### src/rtl/com_pkg.sv
// com_pkg: shared widths, state encoding and RGB565 hit test for the mask streamer
package com_pkg;
  localparam int X_W = 11;
  localparam int Y_W = 10;
  localparam int CNT_W = 20;
  localparam int R_HI = 15;
  localparam int R_LO = 11;
  localparam int G_HI = 10;
  localparam int G_LO = 5;
  localparam int B_HI = 4;
  localparam int B_LO = 0;

  typedef enum logic [1:0] {IDLE, SCAN, TAB} streamer_state_t;

  // Blue is doubled so it is compared on the same 6-bit scale as green.
  function automatic logic is_hit(input logic [15:0] p, input logic [4:0] red_min, input logic [5:0] gb_max);
    return (p[R_HI:R_LO] >= red_min) && (p[G_HI:G_LO] < gb_max) && ({p[B_HI:B_LO], 1'b0} < gb_max);
  endfunction
endpackage

### src/rtl/rgb_threshold.sv
// rgb_threshold: registered mask hit for one accepted pixel beat
module rgb_threshold
  import com_pkg::*;
(
  input  logic        clk,
  input  logic        rst,
  input  logic [15:0] pixel,
  input  logic        en,
  input  logic [4:0]  red_min,
  input  logic [5:0]  gb_max,
  output logic        hit
);
  // One-cycle hit pulse aligned with the coordinate register; low when no beat.
  always_ff @(posedge clk)
    if (rst) hit <= 1'b0;
    else hit <= en && is_hit(pixel, red_min, gb_max);
endmodule

### src/rtl/mask_pixel_streamer.sv
// mask_pixel_streamer: thresholds a raster RGB565 stream into (x,y,valid) beats and requests tabulation per frame
module mask_pixel_streamer
  import com_pkg::*;
#(
  parameter int H_ACTIVE    = 1024,
  parameter int V_ACTIVE    = 768,
  parameter int TAB_TIMEOUT = 4096
) (
  input  logic             clk_in,
  input  logic             rst_in,
  input  logic [15:0]      pixel_in,
  input  logic             pixel_valid_in,
  input  logic             frame_start_in,
  input  logic [4:0]       red_min_in,
  input  logic [5:0]       gb_max_in,
  input  logic             com_valid_in,
  output logic [X_W-1:0]   x_out,
  output logic [Y_W-1:0]   y_out,
  output logic             valid_out,
  output logic             tabulate_out,
  output logic [CNT_W-1:0] hit_count_out,
  output logic             busy_out,
  output logic             frame_err_out
);
  localparam int TW = $clog2(TAB_TIMEOUT + 1);
  localparam logic [X_W-1:0] X_MAX = X_W'(H_ACTIVE - 1);
  localparam logic [Y_W-1:0] Y_MAX = Y_W'(V_ACTIVE - 1);

  streamer_state_t  state;
  logic [X_W-1:0]   x_cnt, bx;
  logic [Y_W-1:0]   y_cnt, by;
  logic [CNT_W-1:0] hits, hits_base, hits_next;
  logic [TW-1:0]    tcnt;
  logic             beat, last, timeout;

  // A beat is accepted in SCAN, or in IDLE only when it marks a frame start; a start beat is always (0,0).
  assign beat    = pixel_valid_in && (state == SCAN || (state == IDLE && frame_start_in));
  assign bx      = frame_start_in ? '0 : x_cnt;
  assign by      = frame_start_in ? '0 : y_cnt;
  assign last    = bx == X_MAX && by == Y_MAX;
  assign timeout = tcnt == TW'(TAB_TIMEOUT - 1);

  // Running hit count including the current beat, restarted by a frame start and saturating.
  always_comb begin
    hits_base = frame_start_in ? '0 : hits;
    hits_next = (is_hit(pixel_in, red_min_in, gb_max_in) && hits_base != '1) ? hits_base + CNT_W'(1) : hits_base;
  end

  rgb_threshold u_thr (
    .clk     (clk_in),
    .rst     (rst_in),
    .pixel   (pixel_in),
    .en      (beat),
    .red_min (red_min_in),
    .gb_max  (gb_max_in),
    .hit     (valid_out)
  );

  // Frame sequencer with registered coordinate, request, status and error outputs.
  always_ff @(posedge clk_in) begin
    if (rst_in) begin
      state         <= IDLE;
      x_cnt         <= '0;
      y_cnt         <= '0;
      hits          <= '0;
      tcnt          <= '0;
      x_out         <= '0;
      y_out         <= '0;
      tabulate_out  <= 1'b0;
      hit_count_out <= '0;
      busy_out      <= 1'b0;
      frame_err_out <= 1'b0;
    end else begin
      if (beat) begin
        x_out <= bx;
        y_out <= by;
        x_cnt <= bx == X_MAX ? '0 : bx + X_W'(1);
        y_cnt <= bx == X_MAX ? by + Y_W'(1) : by;
        hits  <= hits_next;
      end
      case (state)
        IDLE, SCAN: begin
          if (state == SCAN && pixel_valid_in && frame_start_in) frame_err_out <= 1'b1;
          if (beat) begin
            busy_out     <= 1'b1;
            state        <= last ? TAB : SCAN;
            tabulate_out <= last;
            tcnt         <= '0;
            if (last) hit_count_out <= hits_next;
          end
        end
        TAB: begin
          if (pixel_valid_in) frame_err_out <= 1'b1;
          if (com_valid_in || timeout) begin
            state        <= IDLE;
            tabulate_out <= 1'b0;
            busy_out     <= 1'b0;
            if (!com_valid_in) frame_err_out <= 1'b1;
          end else begin
            tcnt <= tcnt + TW'(1);
          end
        end
        default: state <= IDLE;
      endcase
    end
  end
endmodule

### config.mk
export PLATFORM = sky130hd
export DESIGN_NAME = mask_pixel_streamer
export DESIGN_NICKNAME = d
export VERILOG_FILES = /design/src/rtl/com_pkg.sv /design/src/rtl/rgb_threshold.sv /design/src/rtl/mask_pixel_streamer.sv
export SDC_FILE = /design/constraint.sdc
export NUM_CORES = 1
export LEC_CHECK = 0
export CAP_MARGIN = 20
export CORE_MARGIN = 2
export CORE_UTILIZATION = 40
export DETAILED_ROUTE_END_ITERATION = 10
export MAX_ROUTING_LAYER = met4
export SYNTH_ARGS = -nofsm -noshare
export SYNTH_HDL_FRONTEND = slang
export SYNTH_SLANG_ARGS = --single-unit
### constraint.sdc
create_clock -name clk_in -period 3.4 [get_ports clk_in]
set_input_delay 0.68 -clock clk_in [delete_from_list [all_inputs] [get_ports clk_in]]
set_output_delay 0.68 -clock clk_in [all_outputs]
set_load 0.005 [all_outputs]
==> run_results.csv, run 1 <==
group,metric,value,unit
hold_path,holdPathEnd,"frame_err_out",
die,die_w,119,microns
clock_network,clk_path_buf_depth,2,
critical_path,slowest_stage,"clkdlybuf4s50_1",
die,die_area,14200,sq um
cells_and_area,antenna_cells,0,
run,max-cap-violations,0,
sta,worst-slew-pin-transition,0.695,ns
yosys,synth_most_common_cell,"dfxtp_1",
clock_network,post_cts_buffers,0,
die,io_pins,77,
sta,fin_crit_sh,88.7,%
cells_and_area,syn_to_final_growth,26.1,%
placed_design,place_hpwl,10000,microns
yosys,synth-edff-count,0,
hold_path,hold_start,"frame_err_out",
hold_path,hold_class,"reg -> reg",
placed_design,gp_congestion,0.876,
yosys,yosys.area.top_type,"dfxtp_1",
detailed_routing,avgRoutedWirePerCell,15.6,microns
sta,hold_viol_final,0,
yosys,ys_types,60,
clock_network,ctsHoldBuffers,0,
grt,antenna_found_initial,0,
clock_network,numCtsBuffers,9,
yosys,ys_seq_area_share,38.0,%
die,num_rows,42,
outcome,status,"finished, final reports clean",
die,die_h,119,microns
clock_network,cts.sinks,101,
yosys,syn_avg_cell_area,8.22,sq um
detailed_routing,vias,5106,
yosys,synth.top_cells.by_count,"dfxtp_1 (101), nand2_1 (65), nor2_1 (59)",
detailed_routing,wirelength,14100,microns
yosys,synth_top_area_share,38.0,%
critical_path,critPathMaxStageDelay,0.44,ns
critical_path,worstPathCellList,"clkdlybuf4s50_1 > buf_12 > nor2b_1 > ha_1 > nand4_1 > nor3_2 > and3_1 > nor3_1 > a211o_1 > a311oi_1",
critical_path,endpoint_kind,"flip-flop",
clock_network,root_buffer,"clkbuf_16",
grt,grt_first_pass_wirelength,23500,microns
yosys,yosys_warnings,0,
clock_network,cts_resized,0,
critical_path,timing.rr.end,"hit_count_out[5]",
critical_path,regToRegSetupSlack,0.82,ns
yosys,synthTopCellsByArea,"dfxtp_1 (38%), nand2_1 (4.6%), ha_1 (4.5%), nor2_1 (4.2%), nand3_1 (3.7%)",
yosys,netlist_area,5320,sq um
critical_path,critical_path_depth,10,
detailed_routing,drt_iter0_markers,328,
critical_path,worstPathArrival,3.27,ns
cells_and_area,seq_area,2020,sq um
grt,overflow,0,
clock_network,cts_tree,"done",
sta,slew_violations,0,
yosys,syn_inst,647,
power,pwr_density_cell,373,nW/um^2
detailed_routing,drt-pass1-iter-count,4,
critical_path,cp_max_fo,18,
grt,globalRouteMet1Util,25.9,%
detailed_routing,drc,0,
yosys,synth_seq_cells,101,
sta,finalCriticalPeriod,3.02,ns
sta,rsz0062_at_grt,"no",
critical_path,path_buf_inv,2,
detailed_routing,vias_per_cell,5.64,
critical_path,crit_family,"simple AND/OR/NAND/NOR gates",
critical_path,cp.required,3.66,ns
grt,grt_util_all_layers,21.0,%
critical_path,reg2regPathDepth,8,
die,coreArea,13100,sq um
sta,fmax,332,MHz
yosys,synth_async_sr_flop_share,0,%
cells_and_area,final_nets,775,
clock_network,insertion_delay,0.36,ns
clock_network,clkTransAtPathRegs,0.07,ns
critical_path,worstSetupPathType,"in -> reg",
yosys,syn-num-nets,698,
sta,clock_skew,0.00893,ns
cells_and_area,multi_input_area,3040,sq um
cells_and_area,nFillCells,1270,
detailed_routing,drtAntennaViolNets,0,
power,vdd_drop_max,202,uV
hold_path,holdPathStages,2,
grt,grt_pass1_vias,4824,
yosys,ys.flop_type,"dfxtp_1",
critical_path,r2r-start,"hits[0]",
die,start_util,40.5,%
cells_and_area,drive_gt1_share,7.96,%
sta,setup-violations-final,0,
power,p_leak,2.30,nW
grt,grt_start_max_net_pins,47,
sta,fin_hold_ws,0.452,ns
sta,maxSlewHeadroom,53.5,%
sta,tns,0,ns
clock_network,ctsHtreeMaxLevel,3,
grt,grt_busiest_layer,"met2",
placed_design,portBuffers,76,
critical_path,startpoint_type,"input pin",
grt,use_met3,4.55,%
grt,grtUsageMet2,33.9,%
## area by class of cell
cell class | instances | area share (%)
Clock buffer | 11 | 3.77
Clock inverter | 5 | 0.971
Inverter | 25 | 1.40
Multi-Input combinational cell | 482 | 45.3
Sequential cell | 101 | 30.2
Tap cell | 176 | 3.28
Timing Repair Buffer | 105 | 15.1
## flip-flops by register name, summed over array words and instances (netlist names)
register / flops
busy_out: 1
y_cnt: 10
frame_err_out: 1
state: 2
x_cnt: 11
hit_count_out: 20
x_out: 11
u_thr.hit: 1
tcnt: 13
y_out: 10
hits: 20
tabulate_out: 1
## how the worst max path moves through the flow
stage / endpoint / from
after floorplan: hit_count_out[11] / frame_start_in
after global placement: hit_count_out[2] / gb_max_in[5]
after detailed placement: hit_count_out[18] / frame_start_in
after CTS: hit_count_out[5] / frame_start_in
after global routing: hit_count_out[5] / frame_start_in
final: hit_count_out[5] / frame_start_in
## logic make-up (layout without fill, tap and decap cells)
family	after synthesis	after routing	share of synthesized area [%]
compound gates	140	140	18.1
xor+xnor	23	23	3.79
fa+ha+maj	19	19	4.47
buf+inv	64	146	4.82
flops	101	101	38.0
mux	4	4	0.776
simple gates	296	296	30.0
## per-stage QoR
step	utilization, %	instances	worst slack (ns)	total power [mW]	instance area (sq um)
after floorplan	-	647	0.546	1.33	5320
after global placement	48.6	889	0.158	1.43	6390
after detailed placement	48.6	889	0.0986	1.44	6390
after CTS	51.0	905	0.461	2.53	6700
after global routing	51.0	905	0.187	2.59	6700
final	51.0	905	0.385	2.50	6700
## worst min-delay path, cell delays in order, from the launching register on
cell and delay [ns]:
dfxtp_1 0.31, inv_1 0.05, a21oi_1 0.05
## layer usage
metal  part of all wire [%]  wire length, microns
met4                    2.0                   284
met1                     47                  6620
met2                     47                  6620
met5                      0                     0
met3                    4.0                   557
## power breakdown
part	switching (mW)	total [mW]	internal [mW]	leakage [nW]
registers	0.00353	1.19	1.19	0.814
logic	0.125	0.217	0.0918	1.33
clock network	0.472	1.09	0.619	0.157
total	0.601	2.50	1.90	2.30
## cell usage in the layout (no fill, tap or decap), types with 4 or more instances in the layout
| master | Yosys | final |
|---|---|---|
| nand3_1 | 39 | 39 |
| and2_1 | 6 | 6 |
| buf_4 | 1 | 26 |
| nor2_1 | 59 | 59 |
| a211oi_1 | 9 | 9 |
| ha_1 | 19 | 19 |
| and3_1 | 7 | 7 |
| clkdlybuf4s50_1 | 0 | 75 |
| clkbuf_16 | 0 | 9 |
| or3_1 | 12 | 12 |
| o21ai_0 | 31 | 31 |
| and4_1 | 7 | 7 |
| and4b_1 | 4 | 4 |
| nand2b_1 | 5 | 5 |
| a311oi_1 | 11 | 11 |
| a31oi_1 | 11 | 11 |
| a21oi_1 | 28 | 28 |
| xor2_1 | 5 | 5 |
| nor4_1 | 12 | 12 |
| nand2_1 | 65 | 65 |
| a21o_1 | 4 | 4 |
| or4_1 | 7 | 7 |
| dfxtp_1 | 101 | 101 |
| nand4_1 | 19 | 19 |
| nor3_1 | 19 | 19 |
| a22o_1 | 19 | 19 |
| xnor2_1 | 18 | 18 |
| o311ai_0 | 5 | 5 |
| inv_1 | 25 | 25 |
| nor2b_1 | 18 | 18 |
Note: power is estimated with default switching activity, not from simulation.
==> run 2: changes to the inputs <==
--- a/config.mk
+++ b/config.mk
@@ -5,6 +5,7 @@
 export SDC_FILE = /design/constraint.sdc
 export NUM_CORES = 1
 export LEC_CHECK = 0
+export ABC_CLOCK_PERIOD_IN_PS = 3400
 export CAP_MARGIN = 20
 export CORE_MARGIN = 2
 export CORE_UTILIZATION = 40
==> results of run 2 <==
The final DEF is identical to that of run 1; final timing and power are the same.
